==> src/rtl/drive_resolve_delay.sv <==
// -----------------------------------------------------------------------------
// drive_resolve_delay
//
// Multi-channel, cycle-based model of a two-driver net followed by a
// programmable path delay. Each channel resolves driver A and driver B to a
// 4-state value (0/1/X/Z) and passes it through a transport or inertial delay
// stage. Driver contention is flagged per channel and counted globally.
//
// Ports:
//   clk           rising-edge system clock
//   rst           synchronous reset, active-high
//   a_en, a_val   driver A enable / value per channel
//   b_en, b_val   driver B enable / value per channel
//   dly_sel       requested delay in cycles (clamped to MAX_DLY)
//   dly_load      pulse: adopt dly_sel and flush the delay path to X
//   conflict_clr  pulse: clear sticky contention flags and counter
//   o_driven      1 = net driven (0/1/X), 0 = Z
//   o_known       1 = value is 0/1, 0 = X or Z
//   o_val         logic value, forced to 0 whenever o_known = 0
//   conflict      sticky per-channel contention flag (not delayed)
//   conflict_cnt  saturating count of edges with any contention
// -----------------------------------------------------------------------------
module drive_resolve_delay #(
    parameter int WIDTH    = 8,
    parameter int MAX_DLY  = 4,
    parameter int INERTIAL = 0,
    parameter int CNT_W    = 8
) (
    input  logic                           clk,
    input  logic                           rst,
    input  logic [WIDTH-1:0]               a_en,
    input  logic [WIDTH-1:0]               a_val,
    input  logic [WIDTH-1:0]               b_en,
    input  logic [WIDTH-1:0]               b_val,
    input  logic [$clog2(MAX_DLY+1)-1:0]   dly_sel,
    input  logic                           dly_load,
    input  logic                           conflict_clr,
    output logic [WIDTH-1:0]               o_driven,
    output logic [WIDTH-1:0]               o_known,
    output logic [WIDTH-1:0]               o_val,
    output logic [WIDTH-1:0]               conflict,
    output logic [CNT_W-1:0]               conflict_cnt
);

    localparam int DW = $clog2(MAX_DLY + 1);

    // Compact 4-state code carried through the delay path.
    typedef enum logic [1:0] {
        NV_0 = 2'b00,
        NV_1 = 2'b01,
        NV_X = 2'b10,
        NV_Z = 2'b11
    } net_t;

    net_t             res      [WIDTH];
    net_t             out_code [WIDTH];
    logic [WIDTH-1:0] cont;
    logic [DW-1:0]    d_act;
    logic [DW-1:0]    d_clamped;

    // -------------------------------------------------------------------------
    // Driver resolution
    // -------------------------------------------------------------------------
    always_comb begin
        for (int i = 0; i < WIDTH; i++) begin
            // NOTE: every combinational output gets a default first so no path
            // leaves it unassigned, which would otherwise infer a latch.
            res[i]  = NV_Z;
            cont[i] = 1'b0;
            unique case ({a_en[i], b_en[i]})
                2'b10:   res[i] = a_val[i] ? NV_1 : NV_0;
                2'b01:   res[i] = b_val[i] ? NV_1 : NV_0;
                2'b11: begin
                    if (a_val[i] == b_val[i]) begin
                        res[i] = a_val[i] ? NV_1 : NV_0;
                    end else begin
                        res[i]  = NV_X;
                        cont[i] = 1'b1;
                    end
                end
                default: res[i] = NV_Z;
            endcase
        end
    end

    // -------------------------------------------------------------------------
    // Active delay register
    // -------------------------------------------------------------------------
    assign d_clamped = (dly_sel > DW'(MAX_DLY)) ? DW'(MAX_DLY) : dly_sel;

    always_ff @(posedge clk) begin
        // NOTE: sequential state uses non-blocking assignments so every register
        // samples pre-edge values regardless of statement order.
        if (rst) begin
            d_act <= '0;
        end else if (dly_load) begin
            d_act <= d_clamped;
        end
    end

    // -------------------------------------------------------------------------
    // Delay stage
    // -------------------------------------------------------------------------
    generate
        if (INERTIAL == 0) begin : g_transport
            // line[0] holds the value sampled at the latest edge; line[d] is
            // what the outputs show, giving d+1 register stages of latency.
            net_t line [MAX_DLY+1][WIDTH];

            always_ff @(posedge clk) begin
                // NOTE: this pipeline is reset on purpose: the outputs must read
                // X until real samples have travelled the whole delay.
                if (rst || dly_load) begin
                    for (int j = 0; j <= MAX_DLY; j++) begin
                        for (int i = 0; i < WIDTH; i++) begin
                            line[j][i] <= NV_X;
                        end
                    end
                end else begin
                    for (int i = 0; i < WIDTH; i++) begin
                        line[0][i] <= res[i];
                    end
                    for (int j = 1; j <= MAX_DLY; j++) begin
                        for (int i = 0; i < WIDTH; i++) begin
                            line[j][i] <= line[j-1][i];
                        end
                    end
                end
            end

            always_comb begin
                for (int i = 0; i < WIDTH; i++) begin
                    out_code[i] = line[d_act][i];
                end
            end
        end else begin : g_inertial
            localparam int CW = $clog2(MAX_DLY + 2);
            localparam logic [CW-1:0] STAB_MAX = CW'(MAX_DLY + 1);

            // cand is the last sampled value, stab how many consecutive edges
            // it has been seen. The count saturates once past any legal d+1.
            net_t          cand     [WIDTH];
            net_t          hold     [WIDTH];
            logic [CW-1:0] stab     [WIDTH];
            logic [CW-1:0] stab_nxt [WIDTH];

            always_comb begin
                for (int i = 0; i < WIDTH; i++) begin
                    stab_nxt[i] = CW'(1);
                    if (res[i] == cand[i]) begin
                        stab_nxt[i] = (stab[i] == STAB_MAX) ? stab[i] : stab[i] + 1'b1;
                    end
                end
            end

            always_ff @(posedge clk) begin
                if (rst || dly_load) begin
                    for (int i = 0; i < WIDTH; i++) begin
                        cand[i] <= NV_X;
                        hold[i] <= NV_X;
                        stab[i] <= '0;
                    end
                end else begin
                    for (int i = 0; i < WIDTH; i++) begin
                        cand[i] <= res[i];
                        stab[i] <= stab_nxt[i];
                        // Seen on d+1 consecutive edges: let it through.
                        if (stab_nxt[i] > CW'(d_act)) begin
                            hold[i] <= res[i];
                        end
                    end
                end
            end

            always_comb begin
                for (int i = 0; i < WIDTH; i++) begin
                    out_code[i] = hold[i];
                end
            end
        end
    endgenerate

    // -------------------------------------------------------------------------
    // Output decode
    // -------------------------------------------------------------------------
    always_comb begin
        for (int i = 0; i < WIDTH; i++) begin
            o_driven[i] = (out_code[i] != NV_Z);
            o_known[i]  = (out_code[i] == NV_0) || (out_code[i] == NV_1);
            o_val[i]    = (out_code[i] == NV_1);
        end
    end

    // -------------------------------------------------------------------------
    // Contention reporting (undelayed)
    // -------------------------------------------------------------------------
    always_ff @(posedge clk) begin
        if (rst) begin
            conflict     <= '0;
            conflict_cnt <= '0;
        end else if (conflict_clr) begin
            // A contention on the clearing edge still registers.
            conflict     <= cont;
            conflict_cnt <= {{(CNT_W-1){1'b0}}, |cont};
        end else begin
            conflict <= conflict | cont;
            if ((|cont) && (conflict_cnt != '1)) begin
                conflict_cnt <= conflict_cnt + 1'b1;
            end
        end
    end

endmodule

==> config.mk <==
export PLATFORM = sky130hd
export DESIGN_NAME = drive_resolve_delay
export DESIGN_NICKNAME = d
export VERILOG_FILES = /design/src/rtl/drive_resolve_delay.sv
export SDC_FILE = /design/constraint.sdc
export NUM_CORES = 1
export LEC_CHECK = 0
export CAP_MARGIN = 20
export CORE_MARGIN = 4
export CORE_UTILIZATION = 51
export CTS_CLUSTER_SIZE = 24
export DETAILED_ROUTE_END_ITERATION = 6
export PLACE_DENSITY = 0.79
export SYNTH_ARGS = -nofsm -noshare
export SYNTH_HDL_FRONTEND = slang
export SYNTH_SLANG_ARGS = --single-unit
==> constraint.sdc <==
create_clock -name clk -period 2.5 [get_ports clk]
set_input_delay 0.5 -clock clk [delete_from_list [all_inputs] [get_ports clk]]
set_output_delay 0.5 -clock clk [all_outputs]
set_load 0.01 [all_outputs]
==> summary.txt <==
Status
  • Run status: finished clean

Clock tree
  • H-tree levels: 3
  • TritonCTS buffer count: 9
  • Clock slew at reported path FFs: 0.08 ns
  • Clock Latency Late Sink: 0.36 ns
  • Sink Count: 102
  • CTS tree: done
  • Clock Tree Root: clkbuf_8
  • Clock tree buffer depth: 2

Synth
  • Unique masters post-synth: 35
  • Sequential area share after synthesis: 0.500
  • Register bit total from synthesis: 102
  • Post-synth EDFFs: 0
  • Ys async rst share: 0
  • YS warnings: 0
  • Synthesized cell area: 0.00409 sq mm
  • Ys flop type: dfxtp_1
  • Gate Count Post-Synth: 361
  • Mapped Avg Cell Area: 11.3 sq um
  • Net Count, Synth: 409

Floorplan
  • Die W: 97.5 microns
  • Die height: 97.5 microns
  • Initial Util: 0.526
  • Core Area: 0.00777 sq mm
  • Ports: 79
  • Die area: 0.00951 sq mm
  • # rows: 32

Timing
  • Fin Clk Skew: 0.00827 ns
  • RSZ-0062 raised after global routing: yes
  • Max Slew Vio Count: 0
  • Fmax achieved: 400 MHz
  • Post-route setup TNS: 0 ns
  • Tcrit/Tclk final: 1.00
  • # setup viols final: 0
  • Slew HR: 0.771
  • Hold Vio Cnt, Final: 0
  • Hold_ws: 0.448 ns
  • Worst setup margin: 0.000593 ns
  • Post-layout min period: 2.50 ns
  • Actual slew at the worst max-slew pin: 0.343 ns

GRT
  • Overall routing resource usage: 0.193
  • Largest net degree at the start of global routing: 38
  • GRT overflow: 0
  • First-pass GRT wire length: 14700 microns
  • Initial antenna violation count: 0
  • Number of global-route vias before repair: 3009

Detailed routing
  • Via density: 5.44
  • Pre-antenna DRT Iters: 4
  • Post-DRT Antenna Nets: 0
  • Initial DRC count: 157
  • Vias: 3016
  • Drt drc: 0
  • Post-Route WL: 8910 microns
  • DR WL/cell: 16.1 microns

Flow run
  • Max-cap viol count: 0

Placement
  • IO Port Bufs: 78
  • DP Worst Slack: -0.116 ns
  • HPWL Detailed: 6330 microns
  • DP Area: 0.00502 sq mm
  • GPL Wtd Cong: 0.817
  • Placed insts: 535

Cells and area
  • Ratio of cells with drive above 1 in the final layout: 0.230
  • ANT cells: 0
  • Final core occ: 0.669
  • Area grow syn2layout: 27.1%
  • Layout Nets: 495
  • Post-Layout Inst Area: 0.00519 sq mm
  • FILL cells: 617
  • Fin cells: 554

Critical path
  • Required time of the critical path: 2.00 ns
  • Crit Path Class: flip-flop to output pin
  • CP startpoint kind: flip-flop
  • Max FO, Critical Path: 8
  • Crit path DAT: 2.00 ns
  • Crit path capture type: output pin

Power and ir drop
  • Total Power: 3.05 mW
  • Peak VDD IR: 0.317 mV
  • PwrDens: 587 mW/mm^2
  • Pleak: 1.98 nW

Worst hold path
  • Class of the worst hold path: flip-flop to flip-flop
[cell families (layout without fill, tap and decap cells)]
family,after synthesis,count (layout),synth area share
AO/OA/AOI/OAI,42,42,0.0634
adder cells (fa/ha/maj),9,9,0.0275
buffers and inverters,32,123,0.0361
flip-flops,102,102,0.500
multiplexers,41,41,0.163
AND/OR/NAND/NOR,135,135,0.211
[placed cells by master (no fill, tap or decap), types with 9 or more instances in the layout]
cell,count
a211oi_1,9
a21oi_1,16
and2_1,32
buf_2,15
buf_4,15
clkbuf_8,9
clkdlybuf4s50_1,54
dfxtp_1,101
ha_1,9
inv_1,9
mux2_4,12
mux2i_1,9
mux4_2,16
nand2b_1,11
nand3_1,11
or3_1,36
[Yosys cell counts, types with 2 or more instances]
library cell / n / area [sq um]
a211oi_1: 9 / 67.6
a21oi_1: 16 / 80.1
and2_1: 32 / 200
and4_1: 2 / 17.5
buf_2: 3 / 15.0
clkbuf_1: 17 / 63.8
dfxtp_1: 102 / 2040
ha_1: 9 / 113
inv_1: 9 / 33.8
mux2_2: 12 / 135
mux2_4: 2 / 30.0
mux2i_1: 11 / 110
mux4_1: 8 / 210
mux4_2: 8 / 180
nand2_1: 8 / 30.0
nand2b_1: 12 / 75.1
nand3_1: 11 / 55.1
nand3b_1: 3 / 22.5
nand4_1: 4 / 25.0
nor2_1: 6 / 22.5
nor2b_1: 2 / 12.5
nor2b_4: 6 / 82.6
nor3b_1: 8 / 60.1
o211ai_1: 8 / 60.1
o21ai_0: 6 / 30.0
or2_2: 3 / 18.8
or3_1: 36 / 225
[final timing paths]
kind,startpoint,end,slack (ns),depth (start not counted)
min,g_transport.line[3][9],g_transport.line[4][9],0.45,1
min reg2reg,g_transport.line[3][9],g_transport.line[4][9],0.45,1
max,flip-flop,o_val[3],0.0006,6
max reg2reg,conflict_cnt[0],conflict_cnt[5],0.87,6
[worst max-delay path, stage by stage, from the launching register on]
cell,delay [ns]
dfxtp_4,0.39
buf_12,0.14
buf_6,0.09
mux4_2,0.49
mux2_4,0.30
nor2b_4,0.13
buf_6,0.11
[registers in the layout (all words and copies together) (netlist names), named ones only]
signal,count
d_act,3
conflict,8
conflict_cnt,8
g_transport.line,80
[area by class of cell]
type / count / area, sq um / share of cell area
clock buffers: 11 / 131 / 0.0253
well taps: 102 / 128 / 0.0246
multi-input cells: 227 / 1930 / 0.371
repair buffers: 98 / 868 / 0.167
clock inverters: 5 / 60.1 / 0.0116
inverters: 9 / 33.8 / 0.00650
flip-flops and latches: 102 / 2050 / 0.394
[metal layers]
metal	global-route usage	part of all wire
met1	0.245	0.44
met2	0.318	0.48
met3	0.0538	0.058
met4	0.0607	0.013
met5	0	0
[report_power, final]
part / switching (mW) / total, mW / leakage, nW / internal (mW)
Combinational: 0.170 / 0.372 / 1.06 / 0.202
Clock: 0.524 / 0.989 / 0.0935 / 0.465
Sequential: 0.0265 / 1.69 / 0.830 / 1.66
[repair_timing]
action                     in CTS  in global routing
setup buffers                   3                  0
hold endpoints to repair        0                  0
pin swaps                       0                  0
hold buffers                    0                  0
gates resized for setup       101                 23
setup endpoints to repair      24                 23
Power figures use the tool's default switching activity.
